**config.mk**
```make
export PLATFORM = sky130hd
export DESIGN_NAME = rv32i_decode_fetch_buffer
export DESIGN_NICKNAME = d
export VERILOG_FILES = /design/src/rtl/rv32i_pkg.sv /design/src/rtl/rv32i_fetch_packet_fifo.sv /design/src/rtl/rv32i_decode_fetch_buffer.sv
export SDC_FILE = /design/constraint.sdc
export NUM_CORES = 1
export LEC_CHECK = 0
export ABC_AREA = 0
export CORE_ASPECT_RATIO = 0.5
export CORE_MARGIN = 5
export CORE_UTILIZATION = 50
export CTS_CLUSTER_DIAMETER = 150
export CTS_CLUSTER_SIZE = 25
export DETAILED_ROUTE_END_ITERATION = 10
export PLACE_DENSITY = 0.8
export SLEW_MARGIN = 10
export SYNTH_ARGS = -nofsm -noshare
export SYNTH_HDL_FRONTEND = slang
export SYNTH_SLANG_ARGS = --single-unit
```
**constraint.sdc**
```tcl
create_clock -name i_clk -period 3.03 [get_ports i_clk]
set_input_delay 0.909 -clock i_clk [delete_from_list [all_inputs] [get_ports i_clk]]
set_output_delay 0.909 -clock i_clk [all_outputs]
set_load 0.005 [all_outputs]
```
**src/rtl/rv32i_pkg.sv**
```systemverilog
// Shared types and constants for the RV32I fetch-to-decode path.
package rv32i_pkg;

  typedef struct packed {
    logic [31:0] pc;
    logic [31:0] instruction;
  } fetch_packet_t;

  localparam logic [31:0] RV32I_NOP = 32'h00000013;

endpackage

```
**src/rtl/rv32i_fetch_packet_fifo.sv**
```systemverilog
// In-order packet store with push/pop/clear; pointers wrap modulo DEPTH.
module rv32i_fetch_packet_fifo
  import rv32i_pkg::*;
#(
  parameter int DEPTH = 2,
  localparam int PW = $clog2(DEPTH),
  localparam int CW = PW + 1
) (
  input  logic          clk_i,
  input  logic          rst_ni,
  input  logic          push_i,
  input  logic          pop_i,
  input  logic          clear_i,
  input  fetch_packet_t wdata_i,
  output fetch_packet_t rdata_o,
  output logic [CW-1:0] count_o
);

  fetch_packet_t mem_q [DEPTH];
  logic [PW-1:0] rd_ptr_q, rd_ptr_d;
  logic [PW-1:0] wr_ptr_q, wr_ptr_d;
  logic [CW-1:0] count_q, count_d;

  always_comb begin
    rd_ptr_d = rd_ptr_q;
    wr_ptr_d = wr_ptr_q;
    count_d  = count_q;
    if (clear_i) begin
      rd_ptr_d = '0;
      wr_ptr_d = '0;
      count_d  = '0;
    end else begin
      if (push_i) wr_ptr_d = wr_ptr_q + PW'(1);
      if (pop_i)  rd_ptr_d = rd_ptr_q + PW'(1);
      if (push_i && !pop_i)      count_d = count_q + CW'(1);
      else if (pop_i && !push_i) count_d = count_q - CW'(1);
    end
  end

  always_ff @(posedge clk_i or negedge rst_ni) begin
    if (!rst_ni) begin
      rd_ptr_q <= '0;
      wr_ptr_q <= '0;
      count_q  <= '0;
      for (int i = 0; i < DEPTH; i++) mem_q[i] <= '0;
    end else begin
      rd_ptr_q <= rd_ptr_d;
      wr_ptr_q <= wr_ptr_d;
      count_q  <= count_d;
      // Storage is untouched by clear so the head payload just goes stale.
      if (push_i && !clear_i) mem_q[wr_ptr_q] <= wdata_i;
    end
  end

  assign rdata_o = mem_q[rd_ptr_q];
  assign count_o = count_q;

endmodule

```
**src/rtl/rv32i_decode_fetch_buffer.sv**
```systemverilog
// Decode-side fetch packet buffer with branch-miss flush and drop counter.
// Optional same-cycle bypass when empty: define DECODE_BUFFER_BYPASS_EN.
module rv32i_decode_fetch_buffer
  import rv32i_pkg::*;
#(
  parameter int DEPTH       = 2,
  parameter int FLUSH_CNT_W = 16
) (
  input  logic                     i_clk,
  input  logic                     i_rst_n,
  input  logic                     i_instruction_latch_en,
  input  logic [31:0]              i_fetch_instruction,
  input  logic [31:0]              i_fetch_instruction_pc,
  output logic                     o_decode_ready,
  input  logic                     i_branch_miss,
  output logic                     o_decode_valid,
  output logic [31:0]              o_decode_instruction,
  output logic [31:0]              o_decode_pc,
  input  logic                     i_decode_accept,
  output logic [$clog2(DEPTH):0]   o_occupancy,
  output logic [FLUSH_CNT_W-1:0]   o_flush_count
);

  localparam int CW = $clog2(DEPTH) + 1;

  function automatic logic [FLUSH_CNT_W-1:0] sat_add(input logic [FLUSH_CNT_W-1:0] a,
                                                     input logic [CW:0] b);
    logic [FLUSH_CNT_W:0] sum;
    sum = {1'b0, a} + (FLUSH_CNT_W+1)'(b);
    sat_add = sum[FLUSH_CNT_W] ? '1 : sum[FLUSH_CNT_W-1:0];
  endfunction

  logic [CW-1:0]          count;
  fetch_packet_t          head, wdata;
  logic                   ready, buf_valid, push, pop, accepted_in;
  logic [CW:0]            dropped;
  logic [FLUSH_CNT_W-1:0] flush_cnt_q, flush_cnt_d;

  rv32i_fetch_packet_fifo #(.DEPTH(DEPTH)) u_fifo (
    .clk_i   (i_clk),
    .rst_ni  (i_rst_n),
    .push_i  (push),
    .pop_i   (pop),
    .clear_i (i_branch_miss),
    .wdata_i (wdata),
    .rdata_o (head),
    .count_o (count)
  );

  // Ready depends on registered occupancy only, never on accept or flush.
  assign ready       = (count < CW'(DEPTH));
  assign buf_valid   = (count != '0);
  assign accepted_in = i_instruction_latch_en & ready;
  assign wdata       = '{pc: i_fetch_instruction_pc, instruction: i_fetch_instruction};
  assign pop         = buf_valid & i_decode_accept & ~i_branch_miss;

`ifdef DECODE_BUFFER_BYPASS_EN
  logic bypass;
  assign bypass               = ~buf_valid & i_instruction_latch_en & ~i_branch_miss;
  assign o_decode_valid       = buf_valid | bypass;
  assign o_decode_instruction = bypass ? wdata.instruction : head.instruction;
  assign o_decode_pc          = bypass ? wdata.pc : head.pc;
  // A bypassed packet taken in the same cycle is never written.
  assign push = accepted_in & ~i_branch_miss & ~(bypass & i_decode_accept);
`else
  assign o_decode_valid       = buf_valid;
  assign o_decode_instruction = head.instruction;
  assign o_decode_pc          = head.pc;
  assign push                 = accepted_in & ~i_branch_miss;
`endif

  assign dropped     = {1'b0, count} + (CW+1)'(accepted_in);
  assign flush_cnt_d = i_branch_miss ? sat_add(flush_cnt_q, dropped) : flush_cnt_q;

  always_ff @(posedge i_clk or negedge i_rst_n) begin
    if (!i_rst_n) flush_cnt_q <= '0;
    else          flush_cnt_q <= flush_cnt_d;
  end

  assign o_decode_ready = ready;
  assign o_occupancy    = count;
  assign o_flush_count  = flush_cnt_q;

endmodule
```
# Yosys cells after proc, flatten, opt, wreduce, memory -nomap -nowiden
# Cells that the tools add are included.
# totals
word_cells	50
output_inout_bits	84
regBits	148
# classes
n_lt_le_gt_ge	4
muxes	14
add_sub_neg	6
bitwise_logic	7
reduce_logical	11
# op_table
operator	n
$mux 64	4
$bwmux 128	1
$demux 64 s1	1
$add 16x3->17	1
$mux 16	1
$mux 2	3
$reduce_bool 2->1	3
$and 1x1->1	4
$ge 2x2->1 const B	2
$logic_and 1x1->1	4
$mux 1	4
$not 1->2	2
$add 2x1->3	1
$logic_not 1->1	3
$reduce_bool 3->1	1
$add 1x1->1 const B	2
$add 2x1->2 const B	1
$lt 2x1->1 const B	1
$lt 2x2->1 const B	1
$sub 2x1->2 const B	1
$not 1->1	1

# Depth between registers and ports, before layout
# depth
ltp_word	8
mapped_depth	10
ltp_nobuf	9

# Hierarchy
# A second synthesis with hierarchy kept.
# hier_totals
hier_cells	451
area_unflattened_um2	6940.4
# modules_own_cells
mod	cells_per_inst	area_per_inst_um2	n_inst	seq_area_each_um2
rv32i_fetch_packet_fifo	359	6034.5	1	3303.2
rv32i_decode_fetch_buffer	92	905.9	1	400.4

# Least setup slack after synthesis
# Ideal clock, no wire load.
# synth_path
path_type	input -> register
from	input i_instruction_latch_en
to	register flush_cnt_q[11] (netlist: o_flush_count[11])
setup_slack_ns	0.486
cell_stages	10
required_ns	2.965
arrival_time_ns	2.479
setup_time_ns	0.065
n_path_buf	1
path_cell_list	nand2b_4 > inv_1 > fa_1 > inv_1 > fa_1 > nand3b_1 > nor4_4 > nand2_2 > buf_2 > nand2_1
# synth_via
elab_chain_cells	4
# synth_lines
element	line_no	text
from (decl)	rv32i_decode_fetch_buffer.sv:11	input logic i_instruction_latch_en,
$and 1x1->1	rv32i_decode_fetch_buffer.sv:53	assign accepted_in = i_instruction_latch_en & ready;
$add 2x1->3	rv32i_decode_fetch_buffer.sv:72	assign dropped = {1'b0, count} + (CW+1)'(accepted_in);
$add 16x3->17	rv32i_decode_fetch_buffer.sv:29	sum = {1'b0, a} + (FLUSH_CNT_W+1)'(b);
$mux 16	rv32i_decode_fetch_buffer.sv:30	sat_add = sum[FLUSH_CNT_W] ? '1 : sum[FLUSH_CNT_W-1:0];
to (signal assigned)	rv32i_decode_fetch_buffer.sv:77	else flush_cnt_q <= flush_cnt_d;
to (decl)	rv32i_decode_fetch_buffer.sv:37	logic [FLUSH_CNT_W-1:0] flush_cnt_q, flush_cnt_d;
# Every way passes these cells.
# A chain may end at the register's enable or synchronous reset.

# Worst setup path after layout
# layout_path
from	register u_fifo.rd_ptr_q
to	output o_decode_instruction[1]
# layout_via
elab_chain_cells	4
# layout_lines
element	line_no	text
from (decl)	rv32i_fetch_packet_fifo.sv:20	logic [PW-1:0] rd_ptr_q, rd_ptr_d;
from (signal assigned)	rv32i_fetch_packet_fifo.sv:47	rd_ptr_q <= rd_ptr_d;
$not 1->2 (not written as such)	rv32i_fetch_packet_fifo.sv:55	assign rdata_o = mem_q[rd_ptr_q];
$mux 64 (not written as such) (3 in series)	rv32i_fetch_packet_fifo.sv:55	
to (decl)	rv32i_decode_fetch_buffer.sv:17	output logic [31:0] o_decode_instruction,
# Every way passes these cells. The select of a mux whose other input is x is not followed.

==> out/results.tsv <==
metric	value	unit
grt_pass1_vias	4757	
grt_max_degree	69	
synthFlopType	dfrtp_1	
antenna_found_initial	0	
crit_type	flip-flop to primary output	
cts_buffers	17	
fp-row-count	29	
core	12800	um2
cts_hold_buf	0	
finalSetupTns	0	ns
slowest_stage	clkdlybuf4s50_1	
p_leak	3.77	nW
cp-end-kind	primary output	
setup_viol	0	
synth_cell_type_count	40	
tightest_slew	0.626	ns
power_frac_comb	26.4	%
synth_area	6620	um2
num_antenna_cells	0	
cts_buffer_depth	2	
finalNetCount	690	
r2r_start	u_fifo.count_o[1]	
dp.cells	767	
firstDrtPassIters	4	
yosys_warnings	0	
rsz0062_at_grt	false	
post-cts-setup-buffer-count	0	
cts_tree	done	
n_fill_cell	880	
worstSetupStartpoint	u_fifo.rd_ptr_q	
fin_area	9080	um2
irDropWorstVdd	0.000384	V
synth-seq-area-share	55.9	%
via_per_inst	5.19	
r2r_slack	0.79	ns
fin_util	70.9	%
cp_max_fo	32	
pwr-share-seq	40.8	%
p_sw_share	24.6	%
grt_usage	18.6	%
p_sw	1.72	mW
antenna_left	0	
ys_ff_latch	148	
drv_cap	0	
power_per_cell_area	769	nW/um2
cp-start-kind	flip-flop	
start_util	51.7	%
hp-class	primary input to async pin	
skew	0.0186	ns
synthCells	449	
cts.sinks	148	
layoutNonFillerInstCount	800	
drc	0	
post-dp-hpwl	9600	um
totalWireLength	14200	um
cpPeakStageDelay	0.47	ns
synth-edff-count	0	
dpl-instance-area	8420	um2
arrival	1.92	ns
syn-mean-instance-area	14.7	um2
fin_crit	2.82	ns
drive_above_1_share	39.5	%
slew_headroom	58.2	%
io_buffers	152	
drtIter0Drc	121	
clk_pin_slew	0.06	ns
clkLatencyLatePin	0.41	ns
fp.dieH	91.4	um
grt_overflow	0	
drv_slew	0	
fp.dieArea	15800	um2
p_int	5.27	mW
finalCritPeriodShare	93.2	%
fmax	354	MHz
root_buffer	clkbuf_16	
crit_required	2.12	ns
status	completed	
die_w	173	um
wl_per_cell	17.7	um
cts-resized-gates	0	
clockPowerShare	32.8	%
hold_viol_final	0	
finalWeightedCongestion	0.755	
htreeDepth	4	
vias	4148	
async_flop_share	100	%
area_delta_synth_final	37.2	%
boundaryPins	153	
path_cells	buf_12 > mux2_2 > clkdlybuf4s50_1	
grt_pass1_wl	24300	um
syn_nets	521	
[sequential cells by signal (all words and copies together) (netlist names)]
signal           count
u_fifo.mem_q       128
o_flush_count       16
u_fifo.count_o       2
u_fifo.rd_ptr_q      1
u_fifo.wr_ptr_q      1
[worst paths after layout]
path	depth (start not counted)	to
hold / removal	1	u_fifo.mem_q[57]
setup reg to reg	10	o_flush_count[10]
setup / recovery	3	o_decode_instruction[1]
min in group i_clk	1	u_fifo.mem_q[71]
max in group asynchronous	2	u_fifo.mem_q[17]
hold reg to reg	1	u_fifo.mem_q[71]
[metal layers]
metal	GRT usage [%]	part of all wire [%]	vias up
met4	3.66	0.88	0
met1	23.9	44	2107
met3	4.98	3.9	8
met5	0	0	-
met2	32.3	51	99
li1	-	-	1934
[layout make-up]
cell class	instances	area [um2]	share of cell area, %
Sequential cell	148	3700	40.8
Timing Repair Buffer	172	1760	19.4
Inverter	5	18.8	0.207
Clock inverter	12	203	2.23
Tap cell	170	213	2.34
Multi-Input combinational cell	274	2740	30.2
Clock buffer	19	443	4.88
[placed cells by master (no fill, tap or decap), drive strengths merged, types with 4 or more instances in the layout]
cell / instances
buf: 21
dfrtp: 148
nand2: 19
a21oi: 4
nor2: 7
clkdlybuf4s50: 151
xnor2: 11
mux2: 192
nor3: 4
clkbuf: 19
bufinv: 5
clkinvlp: 4
inv: 7
[power by group through the flow]
stage	Combinational (mW)	Sequential, mW	Clock, mW
final	1.85	2.85	2.29
after global routing	2.01	2.93	2.43
after CTS	1.88	2.86	2.33
after detailed placement	1.87	2.88	0
after global placement	1.83	2.85	0
after floorplan	0.972	2.79	0
[stage by stage]
stage	hold slack, ns	worst slack [ns]	power [mW]
3_5_place_dp	0.476	-0.134	4.75
4_1_cts	0.495	0.0358	7.07
5_1_grt	0.506	0.126	7.37
3_3_place_gp	0.464	-0.0798	4.68
6_report	0.490	0.205	6.99
2_1_floorplan	0.454	0.486	3.76
[Yosys cell counts (2+ instances only)]
master	instances	area, um2
mux2_2	187	2110
dfrtp_1	148	3700
nand2_1	18	67.6
xnor2_1	11	96.3
buf_2	8	40.0
nor2_1	7	26.3
buf_4	6	45.0
buf_6	6	67.6
inv_1	5	18.8
mux2_1	5	56.3
a21oi_1	4	20.0
nand3_1	3	15.0
nor2b_1	3	18.8
nor3b_1	3	22.5
o21ai_0	3	15.0
a31oi_1	2	12.5
clkbuf_1	2	7.51
fa_1	2	40.0
nand4_1	2	12.5
nor3_1	2	10.0
nor4_1	2	12.5
xor2_1	2	17.5
[critical path, delay by kind of cell, from the launching register on]
family | cells | cell delay (ns)
buffers and inverters | 2 | 0.70
multiplexers | 1 | 0.36
flip-flops | 1 | 0.44
[cells by family (layout without fill, tap and decap cells)]
logic type / Yosys count / count (layout) / synth area share (%)
AO/OA/AOI/OAI: 12 / 12 / 1.13
flip-flops: 148 / 148 / 55.9
buffers and inverters: 27 / 208 / 2.70
AND/OR/NAND/NOR: 53 / 53 / 4.90
adder cells (fa/ha/maj): 3 / 3 / 0.794
XOR/XNOR: 13 / 13 / 1.72
multiplexers: 193 / 193 / 32.8
(Power assumes the default switching activity.)
